==> src/rtl/lbp_encode_arbiter.sv <==
// Round-robin front end for a shared leading-bit-position encoder: one operand
// per cycle is granted, encoded and held in a single result register tagged with its requester.
module lbp_encode_arbiter #(
    parameter int NUM_REQ = 4,
    parameter int ID_W    = 2
) (
    input  logic                 clk,
    input  logic                 rst,
    input  logic [NUM_REQ-1:0]   req_valid,
    input  logic [8*NUM_REQ-1:0] req_data,
    output logic [NUM_REQ-1:0]   req_ready,
    output logic                 res_valid,
    input  logic                 res_ready,
    output logic [3:0]           res_code,
    output logic [ID_W-1:0]      res_id,
    input  logic                 clr_cnt,
    output logic [7:0]           zero_cnt
);

    // Handshake rule for both ports: a transfer happens on a rising edge where
    // valid and ready are both high; ready here never looks at the payload.
    typedef enum logic {
        EMPTY = 1'b0,
        FULL  = 1'b1
    } state_t;

    state_t          state;
    state_t          state_nxt;
    logic [ID_W-1:0] ptr;
    logic            can_accept;
    logic            accept;
    logic [ID_W-1:0] grant_id;
    logic [7:0]      sel_data;
    logic [3:0]      sel_code;

    function automatic logic [ID_W-1:0] wrap_add(input logic [ID_W-1:0] base, input int off);
        int s;
        s = int'(base) + off;
        if (s >= NUM_REQ) s = s - NUM_REQ;
        return ID_W'(s);
    endfunction

    // Ascending scan so the highest set bit overwrites all lower ones.
    function automatic logic [3:0] lbp_code(input logic [7:0] d);
        logic [3:0] code;
        code = 4'b0001;
        for (int k = 0; k < 8; k++) begin
            if (d[k]) code = 4'(2 * k);
        end
        return code;
    endfunction

    assign res_valid  = (state == FULL);
    assign can_accept = (state == EMPTY) || res_ready;

    always_comb begin
        req_ready = '0;
        grant_id  = '0;
        accept    = 1'b0;
        if (can_accept) begin
            for (int off = 0; off < NUM_REQ; off++) begin
                if (!accept && req_valid[wrap_add(ptr, off)]) begin
                    accept                      = 1'b1;
                    grant_id                    = wrap_add(ptr, off);
                    req_ready[wrap_add(ptr, off)] = 1'b1;
                end
            end
        end
    end

    always_comb begin
        sel_data = '0;
        for (int i = 0; i < NUM_REQ; i++) begin
            if (req_ready[i]) sel_data = req_data[8*i +: 8];
        end
    end

    assign sel_code = lbp_code(sel_data);

    always_comb begin
        state_nxt = state;
        case (state)
            EMPTY: if (accept) state_nxt = FULL;
            FULL:  if (res_ready && !accept) state_nxt = EMPTY;
            default: state_nxt = EMPTY;
        endcase
    end

    always_ff @(posedge clk or posedge rst) begin
        if (rst) begin
            state    <= EMPTY;
            ptr      <= '0;
            res_code <= 4'b0000;
            res_id   <= '0;
        end else begin
            state <= state_nxt;
            if (accept) begin
                ptr      <= wrap_add(grant_id, 1);
                res_code <= sel_code;
                res_id   <= grant_id;
            end
        end
    end

    // Clear wins over a simultaneous zero-operand accept.
    always_ff @(posedge clk or posedge rst) begin
        if (rst) begin
            zero_cnt <= 8'd0;
        end else if (clr_cnt) begin
            zero_cnt <= 8'd0;
        end else if (accept && (sel_data == 8'd0) && (zero_cnt != 8'hFF)) begin
            zero_cnt <= zero_cnt + 8'd1;
        end
    end

endmodule

==> config.mk <==
export PLATFORM = sky130hd
export DESIGN_NAME = lbp_encode_arbiter
export DESIGN_NICKNAME = d
export VERILOG_FILES = /design/src/rtl/lbp_encode_arbiter.sv
export SDC_FILE = /design/constraint.sdc
export NUM_CORES = 1
export LEC_CHECK = 0
export ABC_AREA = 1
export BUFFER_PORTS_ARGS = -buffer_cell sky130_fd_sc_hd__clkbuf_2
export CORE_ASPECT_RATIO = 2
export CORE_MARGIN = 4
export CORE_UTILIZATION = 52
export DETAILED_ROUTE_END_ITERATION = 10
export HOLD_SLACK_MARGIN = 0.03
export PLACE_DENSITY = 0.8
export SKIP_CTS_REPAIR_TIMING = 1
export SLEW_MARGIN = 0
export SYNTH_ARGS = -nofsm -noshare
export SYNTH_HDL_FRONTEND = slang
export SYNTH_SLANG_ARGS = --single-unit
==> constraint.sdc <==
create_clock -name clk -period 2.9 [get_ports clk]
set_input_delay 0.29 -clock clk [delete_from_list [all_inputs] [get_ports clk]]
set_output_delay 0.29 -clock clk [all_outputs]
set_load 0.01 [all_outputs]
# == Word level (Yosys, flattened, before mapping) ==
# Cells that the tools add are included.
# classes
magnitude_cmp,17
addsub,10
n_eq_ne,1
bitwise,4
muxes,71
reduce_logical,17
# ops
op,n
$mux W4,15
$mux W8,6
$mux W2,22
$lt A2 B3 Y1 const B,8
$mux W1,19
$ge A3 B3 Y1 const B,4
$or A4 B4 Y4,3
$logic_and A1 B1 Y1,10
$sub A2 B1 Y2 const B,5
$add A8 B1 Y8 const B,1
$bmux W1 S2,4
$demux W1 S2,4
$ge A2 B1 Y1 const B,4
$logic_not A8 Y1,1
$ne A8 B8 Y1 const B,1
$add A2 B1 Y3 const B,2
$add A2 B2 Y3 const B,2
$logic_not A1 Y1,4
$ge A2 B3 Y1 const B,1
$pmux W1 S2,1
$reduce_bool A2 Y1,1
$logic_or A1 B1 Y1,1
$not A1 Y1,1
# word_totals
word_cells,125
reg_bits,17
in_bits,40

# == Longest topological paths before layout ==
# Gate-level depths: netlist of run 1.
# depth
word_depth,38
depth_mapped,21
depth_no_buf,20

# == Worst setup path before layout of run 1 ==
# OpenSTA, ideal clock, no wires.
# synth_path
path_kind,register to register
start,register ptr[0]
end,register zero_cnt[5]
t_arrival_ns,2.575
required_ns,2.782
slack_ns,0.207
synth_period_minus_slack_ns,2.693
path_stages_with_launch,21
setup_ns,0.118
n_path_buf,1
cell_sequence,dfrtp_1 > inv_2 > ha_1 > inv_1 > nand3_1 > nand2_2 > nor2_2 > a22oi_1 > nand3_1 > nand2_1 > buf_2 > nand2_1 > inv_1 > o21ai_2 > nand2_1 > nor2_2 > nand2_2 > inv_2 > nand3_2 > nand3_1 > nand2_1
# synth_between
elab_chain_len,27
word_cells_on_any_way,88
classes_between,add/sub (7); order compare (12); mux (52); bitwise (3); reduce/logical (14)
# synth_rtl
element,line,rtl
from (decl),29,logic [ID_W-1:0] ptr;
from (signal assigned),98,"ptr <= wrap_add(grant_id, 1);"
"parallel branches: the longest is 24 deep, another holds $add A2 B1 Y3",-,
$logic_and A1 B1 Y1 (*) (2 in a row),111,end else if (accept && (sel_data == 8'd0) && (zero_cnt != 8'hFF)) begin
$reduce_bool A2 Y1 (no line) (*),-,
to (signal assigned),112,zero_cnt <= zero_cnt + 8'd1;
to (decl),17,output logic [7:0] zero_cnt
# Mark *: on every way between the ends. The select of a mux whose other input is x is not followed.
# A chain may end at the register's enable or synchronous reset.

# == Worst setup path after layout of run 1 ==
# layout_path
start,register ptr[1]
end,register zero_cnt[6]
# Same word-level chain as after synthesis.

==> results of run 1 <==
worst reg2reg max path: stages (launching register included):
cell     delay (ns)
dfrtp_1        0.38
inv_1          0.11
ha_4           0.22
inv_1          0.10
nand3_1        0.10
nand2_2        0.11
nand2_2        0.09
nor2_4         0.14
nand3_1        0.09
nand3_2        0.12
nand2_4        0.10
nand2_1        0.11
inv_1          0.04
o21ai_1        0.13
nand2_1        0.12
nor2_2         0.13
nand2_2        0.09
nor2_4         0.20
nand4_1        0.14
nand2_1        0.10
area by class of cell:
type	count	area share, %
inverter	43	6.829
sequential	17	18.00
multi-input combinational	229	55.85
tap	48	2.541
timing repair buffer	66	14.82
clock inverter	1	0.2118
clock buffer	3	1.747
worst max path at each step:
stage               slack [ns]    from  cells past startpoint           to
global placement          0.14  ptr[0]                     19  zero_cnt[4]
detailed placement       0.002  ptr[0]                     18  zero_cnt[6]
global route              0.01  ptr[0]                     19  zero_cnt[1]
CTS                      -0.02  ptr[0]                     18  zero_cnt[6]
floorplan                 0.21  ptr[0]                     20  zero_cnt[5]
finish                    0.21  ptr[1]                     19  zero_cnt[6]
layer usage:
metal | global-route usage [%] | share of wire, % | up-vias
met2 | 47.49 | 60 | 71
li1 | - | - | 1078
met1 | 20.67 | 32 | 1019
met3 | 2.276 | 3.4 | 21
met4 | 14.55 | 4.3 | 0
met5 | 0 | 0 | -
sequential cells by signal, summed over array words and instances, names as in the netlist:
register	count
zero_cnt	8
res_code	4
res_id	2
ptr	2
res_valid	1
report_power, final:
part           internal (uW)  total, uW  switching (uW)
clock                   95.3        179            83.2
combinational            840       2490            1650
sequential               310        351            40.8
synthesized netlist by cell type:
cell type	instances	share of area, %
nor3_1	1	0.27
nand3b_1	4	1.6
buf_6	1	0.61
o221ai_1	1	0.47
dfrtp_1	17	23
nand2_2	6	2.0
buf_1	1	0.20
inv_1	40	8.1
nor2_4	3	1.8
nand4_1	11	3.7
nor2_2	5	1.7
xor2_1	4	1.9
a21oi_1	6	1.6
o21bai_1	3	1.2
nand2_1	76	15
o21ai_2	1	0.47
o211ai_1	1	0.41
nand2_4	1	0.61
buf_2	1	0.27
ha_1	9	6.1
a22oi_1	1	0.41
o21ai_0	4	1.1
nand3_2	4	2.2
clkbuf_1	2	0.41
o21ai_1	5	1.4
a21oi_2	1	0.47
nor2_1	31	6.3
nand4_2	1	0.68
nand3_4	1	0.95
inv_2	3	0.61
nand3_1	43	12
a21boi_0	3	1.2
xnor2_1	2	0.95
cells by family (layout without fill, tap and decap cells):
group	count (synthesis)	after routing	synth area share, %
buffers and inverters	48	113	10.24
XOR/XNOR	6	6	2.847
adder cells (fa/ha/maj)	9	9	6.102
flip-flops	17	17	23.05
AO/OA/AOI/OAI	26	26	8.746
AND/OR/NAND/NOR	187	188	49.02
metrics by stage:
stage	hold WS [ns]	setup slack [ns]	instances
after detailed placement	0.3932	0.001816	400
after global routing	0.1552	0.01155	407
after CTS	0.1209	-0.02396	404
final	0.1087	0.2102	407
after global placement	0.3775	0.1436	400
after floorplan	0.2161	0.2067	293
==> key figures, run 1 <==
Place
  – DP Wirelength: 4.468 mm
  – Post-DP Area: 0.002213 sq mm
  – Port Buffers: 58
  – Routability cong.: 0.9013

Critical path
  – Worst-path cell chain: inv_1 -> ha_4 -> inv_1 -> nand3_1 -> nand2_2 -> nand2_2 -> nor2_4 -> nand3_1 -> nand3_2 -> nand2_4 -> nand2_1 -> inv_1 -> o21ai_1 -> nand2_1 -> nor2_2 -> nand2_2 -> nor2_4 -> nand4_1 -> nand2_1
  – Worst path buffer plus inverter count: 3
  – Slowest CP cell: dfrtp_1
  – FF-to-FF setup slack: 0.21 ns
  – Crit start category: flip-flop
  – Delay of the slowest critical-path stage: 0.38 ns
  – Critical R2R Launch: ptr[1]
  – WP data arrival: 2.88 ns
  – Worst Path Max Fanout: 11
  – Worst R2R Path Depth: 19
  – Critical path class: reg -> reg
  – Kind of cell adding the most delay to the critical path: simple AND/OR/NAND/NOR gates
  – FF-to-FF End: zero_cnt[6]
  – Required @ worst endpoint: 3.09 ns
  – Worst setup EP type: flip-flop

Detailed routing
  – Vias per Instance: 5.378
  – Post-DRT Antenna Nets: 0
  – First DRT Iteration DRCs: 44
  – Residual DRC: 0
  – First drt pass iteration count: 4
  – Wirelength, routed: 5.565 mm
  – Vias: 2189
  – DR WL/cell: 13.67 microns

Floorplan
  – Starting Density: 54.03%
  – Total core area: 0.003416 sq mm
  – Rows: 30
  – Boundary Pins: 59
  – Die area: 0.004624 sq mm
  – Die Ht: 92.25 microns
  – Die width: 50.13 microns

Layout
  – Finished Cell Area: 0.002364 sq mm
  – Area growth from synthesis to layout: 28.07%
  – # diodes: 0
  – Final #Nets: 409
  – Most common cell after layout, fill and taps aside: nand2_1
  – Fill cells: 314
  – Most frequent cells in the layout: 74 x nand2_1, 58 x clkbuf_2, 42 x nand3_1
  – Register area: 425.4 sq um
  – Layout cell share with drive strength beyond 1: 28.97%
  – Multi-input logic area: 0.001320 sq mm
  – Post-layout util: 69.19%

Logic synthesis
  – Seq/Total Area, Yosys: 23.05%
  – Average cell area after synthesis: 6.299 sq um
  – Synth Register Bits: 17
  – Syn Nets: 342
  – Synth warn: 0
  – Synth unique cells: 33
  – Post-Syn Area: 0.001846 sq mm
  – Cells after synthesis: 293

Timing
  – Final Hold Fails: 0
  – Min Tclk post-route: 2.690 ns
  – Setup_tns: 0 ns
  – Max Clock Skew: 0.003054 ns
  – Slew margin rel.: 55.56%
  – Setup violators final: 0
  – Final number of max-transition violations: 0
  – Tcrit/Tclk final: 92.75%
  – Slew @ Worst Pin: 0.6658 ns
  – Max Freq: 0.3718 GHz
  – RSZ-0062 raised after global routing: false

Global route
  – Gr usage total: 23.63%
  – Vias in the first global route: 2088
  – Gr ovfl total: 0
  – First-pass GRT wire length: 8.583 mm
  – Initial antenna violation count: 0
  – Pin count of the biggest net entering global routing: 18

Clock tree
  – CTS sink cnt: 17
  – Worst-Skew Late Latency: 0.25 ns
  – H-tree depth: 1
  – Reg clk slew, reported paths: 0.07 ns
  – CTS max path bufs: 2
  – CTS tree: built
  – Root buffer cell: clkbuf_8
  – Clock buffer count from CTS: 3

Power and ir drop
  – Cell Pwr Density: 1278 mW/mm^2
  – Leakage: 0.001411 uW
  – Peak VDD IR: 0.0008369 V
  – Total power: 3021 uW

Hold path
  – Worst Hold Class: in -> async

Flow run
  – Max Cap Viol: 0

Status
  – Status: finished, final reports clean
(Power assumes the default switching activity.)
==> run 2: changes to the inputs <==
CORE_MARGIN = 2   (was 4)
CORE_UTILIZATION = 53   (was 52)
CTS_BUF_LIST = sky130_fd_sc_hd__clkbuf_8   (was not set)
PLACE_DENSITY = 0.82   (was 0.8)
==> key figures, run 2 (synthesis results as in run 1) <==
Detailed routing
  – Vias: 2141 (was 2189)
  – Vias per Instance: 5.504 (was 5.378)
  – First drt pass iteration count: 4 (unchanged)
  – Residual DRC: 0 (unchanged)
  – DR WL/cell: 13.00 microns (was 13.67 microns)
  – Wirelength, routed: 5.058 mm (was 5.565 mm)
  – First DRT Iteration DRCs: 65 (was 44)
  – Post-DRT Antenna Nets: 0 (unchanged)

Layout
  – Finished Cell Area: 0.002303 sq mm (was 0.002364 sq mm)
  – # diodes: 0 (unchanged)
  – Register area: 425.4 sq um (unchanged)
  – Fill cells: 317 (was 314)
  – Layout cell share with drive strength beyond 1: 27.17% (was 28.97%)
  – Post-layout util: 68.19% (was 69.19%)
  – Area growth from synthesis to layout: 24.81% (was 28.07%)
  – Final #Nets: 407 (was 409)
  – Most flop-heavy register: zero_cnt (unchanged)
  – Most common cell after layout, fill and taps aside: nand2_1 (unchanged)
  – Multi-input logic area: 0.001289 sq mm (was 0.001320 sq mm)
  – Regs by FF count: zero_cnt x8, res_code x4 (unchanged)
  – Most frequent cells in the layout: 75 x nand2_1, 58 x clkbuf_2, 43 x nand3_1 (was 74 x nand2_1, 58 x clkbuf_2, 42 x nand3_1)
  – Number of flip-flops in the largest register: 8 (unchanged)

Place
  – Port Buffers: 58 (unchanged)
  – DP Wirelength: 4.175 mm (was 4.468 mm)
  – Routability cong.: 0.8797 (was 0.9013)
  – Post-place setup slack: 0.1106 ns (was 0.001816 ns)
  – Post-DP Area: 0.002193 sq mm (was 0.002213 sq mm)

Critical path
  – WP data arrival: 2.82 ns (was 2.88 ns)
  – Critical path class: reg -> reg (unchanged)
  – FF-to-FF End: zero_cnt[0] (was zero_cnt[6])
  – Crit start category: flip-flop (unchanged)
  – Critical R2R Launch: ptr[1] (unchanged)
  – Required @ worst endpoint: 3.04 ns (was 3.09 ns)
  – CP Launch Point: ptr[1] (unchanged)
  – Worst Path Max Fanout: 12 (was 11)
  – Worst setup EP type: flip-flop (unchanged)
  – Worst R2R Path Depth: 17 (was 19)
  – Setup crit end: zero_cnt[0] (was zero_cnt[6])
  – FF-to-FF setup slack: 0.22 ns (was 0.21 ns)

Global route
  – Gr ovfl total: 0 (unchanged)
  – Initial antenna violation count: 0 (unchanged)
  – Gr usage total: 26.41% (was 23.63%)
  – Pin count of the biggest net entering global routing: 18 (unchanged)
  – First-pass GRT wire length: 7.983 mm (was 8.583 mm)
  – Vias in the first global route: 1978 (was 2088)

Power and ir drop
  – Leakage: 0.001396 uW (was 0.001411 uW)
  – Total power: 2889 uW (was 3021 uW)
  – Cell Pwr Density: 1254 mW/mm^2 (was 1278 mW/mm^2)
  – Peak VDD IR: 0.0009129 V (was 0.0008369 V)

Clock tree
  – Reg clk slew, reported paths: 0.07 ns (about the same)
  – Clock buffer count from CTS: 3 (unchanged)
  – H-tree depth: 1 (unchanged)
  – Worst-Skew Late Latency: 0.25 ns (about the same)
  – CTS max path bufs: 2 (unchanged)
  – Root buffer cell: clkbuf_8 (unchanged)
  – CTS sink cnt: 17 (unchanged)
  – CTS tree: built (unchanged)

Floorplan
  – Boundary Pins: 59 (unchanged)
  – Rows: 30 (unchanged)
  – Starting Density: 54.63% (was 54.03%)
  – Total core area: 0.003378 sq mm (was 0.003416 sq mm)
  – Die Ht: 87.45 microns (was 92.25 microns)
  – Die width: 45.73 microns (was 50.13 microns)
  – Die area: 0.003999 sq mm (was 0.004624 sq mm)

Timing
  – Min Tclk post-route: 2.684 ns (was 2.690 ns)
  – Tcrit/Tclk final: 92.54% (was 92.75%)
  – Setup violators final: 0 (unchanged)
  – Final Hold Fails: 0 (unchanged)
  – Setup ws final: 0.2165 ns (was 0.2102 ns)
  – Slew margin rel.: 56.88% (was 55.56%)
  – Slew @ Worst Pin: 0.6461 ns (was 0.6658 ns)
  – WHS: 0.1025 ns (was 0.1087 ns)
  – Final number of max-transition violations: 0 (unchanged)
  – Max Freq: 0.3726 GHz (was 0.3718 GHz)
  – Max Clock Skew: 0.004619 ns (was 0.003054 ns)

Hold path
  – Worst Hold Class: in -> async (unchanged)

Flow run
  – Max Cap Viol: 0 (unchanged)

Status
  – Status: finished, final reports clean (unchanged)
==> run 2: cell count changes in the layout (fill, tap and decap cells not counted), sizes merged <==
cell    previous run  this run
nand2             84        83
inv               43        44
clkinv             1         0
buf                8         7
==> run 2: metal layers <==
layer  GRT usage, %  vias up  wire [microns]
li1               -     1076               -
met1          24.68      973            1742
met2          52.75       69            2920
met3          3.320       23             143
met4          9.870        0             252
met5              0        -               0
==> run 2: worst max-delay path: stages (launching register included) <==
cell and delay (ns):
dfrtp_1 0.35, inv_1 0.08, ha_4 0.29, inv_1 0.06
nand2_1 0.07, nand2_1 0.09, nor2_4 0.21, nand4_1 0.19
nand3_4 0.14, nand2_4 0.11, o21ai_1 0.20, nor2_1 0.07
nor2_1 0.13, nand2_1 0.11, nor2_2 0.17, nand3_4 0.13
nand3_1 0.11, nand2_1 0.07
==> run 2: worst min path at each step <==
stage | start | endpoint | slack, ns | depth (start not counted)
after floorplan | rst | ptr[0] | 0.22 | 1
after global placement | rst | res_id[1] | 0.38 | 2
after detailed placement | rst | ptr[1] | 0.40 | 2
after CTS | rst | zero_cnt[4] | 0.14 | 2
after global routing | rst | zero_cnt[7] | 0.16 | 2
final | rst | zero_cnt[7] | 0.10 | 2
==> run 2: layout make-up <==
class / count / share of cell area (%)
inverter: 43 / 7.007
multi-input combinational: 228 / 55.95
clock buffer: 3 / 1.793
tap: 32 / 1.738
sequential: 17 / 18.47
clock inverter: 1 / 0.1630
timing repair buffer: 65 / 14.88
==> run 2: power by group <==
| group | switching [uW] | internal (uW) |
|---|---|---|
| Clock | 79.4 | 93.8 |
| Combinational | 1560 | 807 |
| Sequential | 42.4 | 310 |
==> run 2: through the flow <==
stage               setup TNS (ns)  cells
global route              -0.02603    389
detailed placement               0    384
global placement                 0    384
finish                           0    389
floorplan                        0    293
CTS                              0    388
==> run 3: changes to the inputs <==
ABC_AREA = 0   (was 1)
PLACE_DENSITY = 0.81   (was 0.82)
==> key figures, run 3 <==
Status
  – Status: finished with violations (was finished, final reports clean)
  – Violated checks: setup timing

Logic synthesis
  – Share of the synthesized area in the top cell type: 22.70% (was 23.05%)
  – Post-synthesis simple-gate area fraction: 26.10% (was 49.02%)
  – Ys async rst share: 100.0% (unchanged)
  – Post-Syn Area: 0.001874 sq mm (was 0.001846 sq mm)
  – Synth top area cells: dfrtp_1 23%, ha_1 6.0%, nor2_1 5.6%, mux4_2 4.8%, mux2i_1 3.2% (was dfrtp_1 23%, nand2_1 15%, nand3_1 12%, inv_1 8.1%, nor2_1 6.3%)
  – Top FF cell, synth: dfrtp_1 (unchanged)
  – Seq/Total Area, Yosys: 22.70% (was 23.05%)
  – Synth Area in Compound Gates: 25.83% (was 8.746%)
  – Count of flip-flops with a built-in enable after synthesis: 0 (unchanged)
  – Synth Area in XOR/XNOR: 0.9346% (was 2.847%)
  – Synth Register Bits: 17 (unchanged)
  – Syn Nets: 273 (was 342)
  – Average cell area after synthesis: 8.367 sq um (was 6.299 sq um)
  – Largest family of logic cells by synthesized area: simple AND/OR/NAND/NOR gates (unchanged)
  – Top cells by count, synth: 28 x nor2_1, 17 x dfrtp_1, 16 x nand2_1 (was 76 x nand2_1, 43 x nand3_1, 40 x inv_1)
  – Cells after synthesis: 224 (was 293)
  – Synth warn: 0 (unchanged)
  – Mux cell area share after synthesis: 11.01% (was 0%)
  – Synth unique cells: 55 (was 33)
  – Post-synth top area cell: dfrtp_1 (unchanged)
  – Post-Synth Adder-Cell Area: 6.008% (was 6.102%)
  – Most frequent cell after synthesis: nor2_1 (was nand2_1)

Timing
  – Final number of max-transition violations: 0 (unchanged)
  – Max Freq: 0.2718 GHz (was 0.3726 GHz)
  – WHS: 0.1078 ns (was 0.1025 ns)
  – Min Tclk post-route: 3.679 ns (was 2.684 ns)
  – Slew margin rel.: 56.30% (was 56.88%)
  – Final Hold Fails: 0 (unchanged)
  – RSZ-0062 raised after global routing: true
  – Tcrit/Tclk final: 126.9% (was 92.54%)
  – Setup ws final: -0.7788 ns (was 0.2165 ns)
  – Setup violators final: 15 (was 0)
  – Max Clock Skew: 0.0009090 ns (was 0.004619 ns)
  – Slew @ Worst Pin: 0.6486 ns (was 0.6461 ns)

Global route
  – Gr usage total: 28.81% (was 26.41%)
  – Gr ovfl total: 0 (unchanged)
  – Vias in the first global route: 2134 (was 1978)
  – Pin count of the biggest net entering global routing: 18 (unchanged)
  – First-pass GRT wire length: 8.880 mm (was 7.983 mm)
  – Initial antenna violation count: 0 (unchanged)

Clock tree
  – Root buffer cell: clkbuf_8 (unchanged)
  – H-tree depth: 1 (unchanged)
  – Clock buffer count from CTS: 3 (unchanged)
  – CTS max path bufs: 2 (unchanged)
  – Reg clk slew, reported paths: 0.07 ns (about the same)
  – CTS sink cnt: 17 (unchanged)
  – CTS tree: built (unchanged)
  – Worst-Skew Late Latency: 0.25 ns (about the same)

Detailed routing
  – Residual DRC: 0 (unchanged)
  – Vias per Instance: 6.507 (was 5.504)
  – Vias: 2349 (was 2141)
  – Post-DRT Antenna Nets: 0 (unchanged)
  – First drt pass iteration count: 4 (unchanged)
  – First DRT Iteration DRCs: 100 (was 65)
  – DR WL/cell: 20.18 microns (was 13.00 microns)
  – Wirelength, routed: 7.286 mm (was 5.058 mm)

Power and ir drop
  – Peak VDD IR: 0.0008558 V (was 0.0009129 V)
  – Internal power: 1886 uW (was 1211 uW)
  – Total power: 3556 uW (was 2889 uW)
  – Switching Share: 46.98% (was 58.08%)
  – Switch Pwr: 1671 uW (was 1678 uW)
  – Leakage: 0.001310 uW (was 0.001396 uW)
  – Comb power frac: 85.0% (was 81.8%)
  – Clock power frac: 4.8% (was 6.0%)
  – Cell Pwr Density: 1232 mW/mm^2 (was 1254 mW/mm^2)
  – Flop pwr share: 10.1% (was 12.2%)

Critical path
  – Crit start category: flip-flop (unchanged)
  – FF-to-FF setup slack: -0.78 ns (was 0.22 ns)
  – Worst setup EP type: flip-flop (unchanged)
  – WP data arrival: 3.83 ns (was 2.82 ns)
  – Worst Path Max Fanout: 7 (was 12)
  – Required @ worst endpoint: 3.05 ns (was 3.04 ns)
  – Critical path class: reg -> reg (unchanged)

Layout
  – Final #Nets: 379 (was 407)
  – Fill cells: 172 (was 317)
  – Area growth from synthesis to layout: 54.01% (was 24.81%)
  – Most flop-heavy register: zero_cnt (unchanged)
  – Number of flip-flops in the largest register: 8 (unchanged)
  – Most frequent cells in the layout: 57 x clkbuf_2, 46 x buf_4, 26 x nor2_1 (was 75 x nand2_1, 58 x clkbuf_2, 43 x nand3_1)
  – Most common cell after layout, fill and taps aside: clkbuf_2 (was nand2_1)
  – # diodes: 0 (unchanged)
  – Layout cell share with drive strength beyond 1: 51.67% (was 27.17%)
  – Regs by FF count: zero_cnt x8, res_code x4 (unchanged)

Flow run
  – Max Cap Viol: 0 (unchanged)

Floorplan
  – Rows: 30 (unchanged)
  – Total core area: 0.003378 sq mm (unchanged)
  – Die Ht: 88.10 microns (was 87.45 microns)
  – Boundary Pins: 59 (unchanged)
  – Die width: 46.05 microns (was 45.73 microns)
  – Die area: 0.004057 sq mm (was 0.003999 sq mm)
  – Starting Density: 55.48% (was 54.63%)

Place
  – Port Buffers: 58 (unchanged)
  – DP Wirelength: 4.660 mm (was 4.175 mm)
  – Routability cong.: 0.9100 (was 0.8797)

Hold path
  – Worst Hold Class: in -> async (unchanged)
[run 3: changes by cell type after synthesis, moves of 8 or more]
| cell | before | now |
|---|---|---|
| inv_1 | 40 | 14 |
| nor2b_1 | 0 | 8 |
| nand3_1 | 43 | 9 |
| nand4_1 | 11 | 0 |
| nand2_1 | 76 | 16 |
| nor3_1 | 1 | 9 |
| o21ai_0 | 4 | 12 |
[run 3: path summary, 6_finish.rpt]
| check | cells after the start | end | from |
|---|---|---|---|
| max | 14 | zero_cnt[2] | ptr[0] |
| min in group clk | 2 | zero_cnt[7] | clr_cnt |
| min | 2 | res_id[0] | rst |
| min reg2reg | 1 | res_id[0] | res_id[0] |
| max reg2reg | 14 | zero_cnt[2] | ptr[0] |
| max in group asynchronous | 2 | res_code[1] | rst |
[run 3: cell type report]
type | count | area (sq um) | share of cell area [%]
clock buffers | 3 | 41.29 | 1.430
clock inverters | 1 | 3.754 | 0.1300
inverters | 14 | 58.81 | 2.037
multi-input cells | 182 | 1563 | 54.14
flip-flops and latches | 17 | 425.4 | 14.74
well taps | 32 | 40.04 | 1.387
repair buffers | 112 | 754.5 | 26.14
[run 3: power by group through the flow]
stage / Clock (uW) / Combinational, uW / Sequential [uW]
final: 172 / 3020 / 360
after global routing: 187 / 3180 / 365
after CTS: 172 / 2360 / 354
after detailed placement: 0 / 2350 / 357
after global placement: 0 / 2280 / 353
after floorplan: 0 / 1490 / 380
[run 3: cell families (layout without fill, tap and decap cells)]
| logic type | after synthesis | count (layout) |
|---|---|---|
| simple gates | 96 | 96 |
| xor+xnor | 2 | 2 |
| compound gates | 57 | 60 |
| buf+inv | 28 | 130 |
| mux | 15 | 15 |
| fa+ha+maj | 9 | 9 |
| flops | 17 | 17 |
[run 3: metrics by stage]
stage / instances / area (sq um) / utilization (%) / TNS (ns) / setup slack (ns)
global route: 361 / 2887 / 85.44 / -8.786 / -0.8555
floorplan: 224 / 1962 / - / -5.988 / -0.6748
detailed placement: 346 / 2551 / 75.52 / -6.082 / -0.6661
global placement: 346 / 2551 / 75.52 / -4.354 / -0.5158
finish: 361 / 2887 / 85.44 / -7.078 / -0.7788
CTS: 350 / 2596 / 76.85 / -6.608 / -0.6930
[run 3: metal layers]
| layer | up-vias | part of all wire (%) | track usage (%) |
|---|---|---|---|
| li1 | 1043 | - | - |
| met1 | 1130 | 33 | 28.68 |
| met2 | 130 | 56 | 53.66 |
| met3 | 46 | 4.8 | 2.887 |
| met4 | 0 | 5.7 | 15.84 |
| met5 | - | 0 | 0 |
[run 3: critical path, cell delays in order, from the launching register on]
cell        delay, ns
dfrtp_1          0.41
clkinvlp_4       0.14
ha_4             0.33
mux4_2           0.40
buf_4            0.19
nor2b_2          0.16
a221oi_1         0.10
o22a_2           0.27
nor2_4           0.23
a311oi_2         0.09
nor3_2           0.29
nand4_4          0.17
buf_12           0.18
or4_1            0.41
a21oi_1          0.23
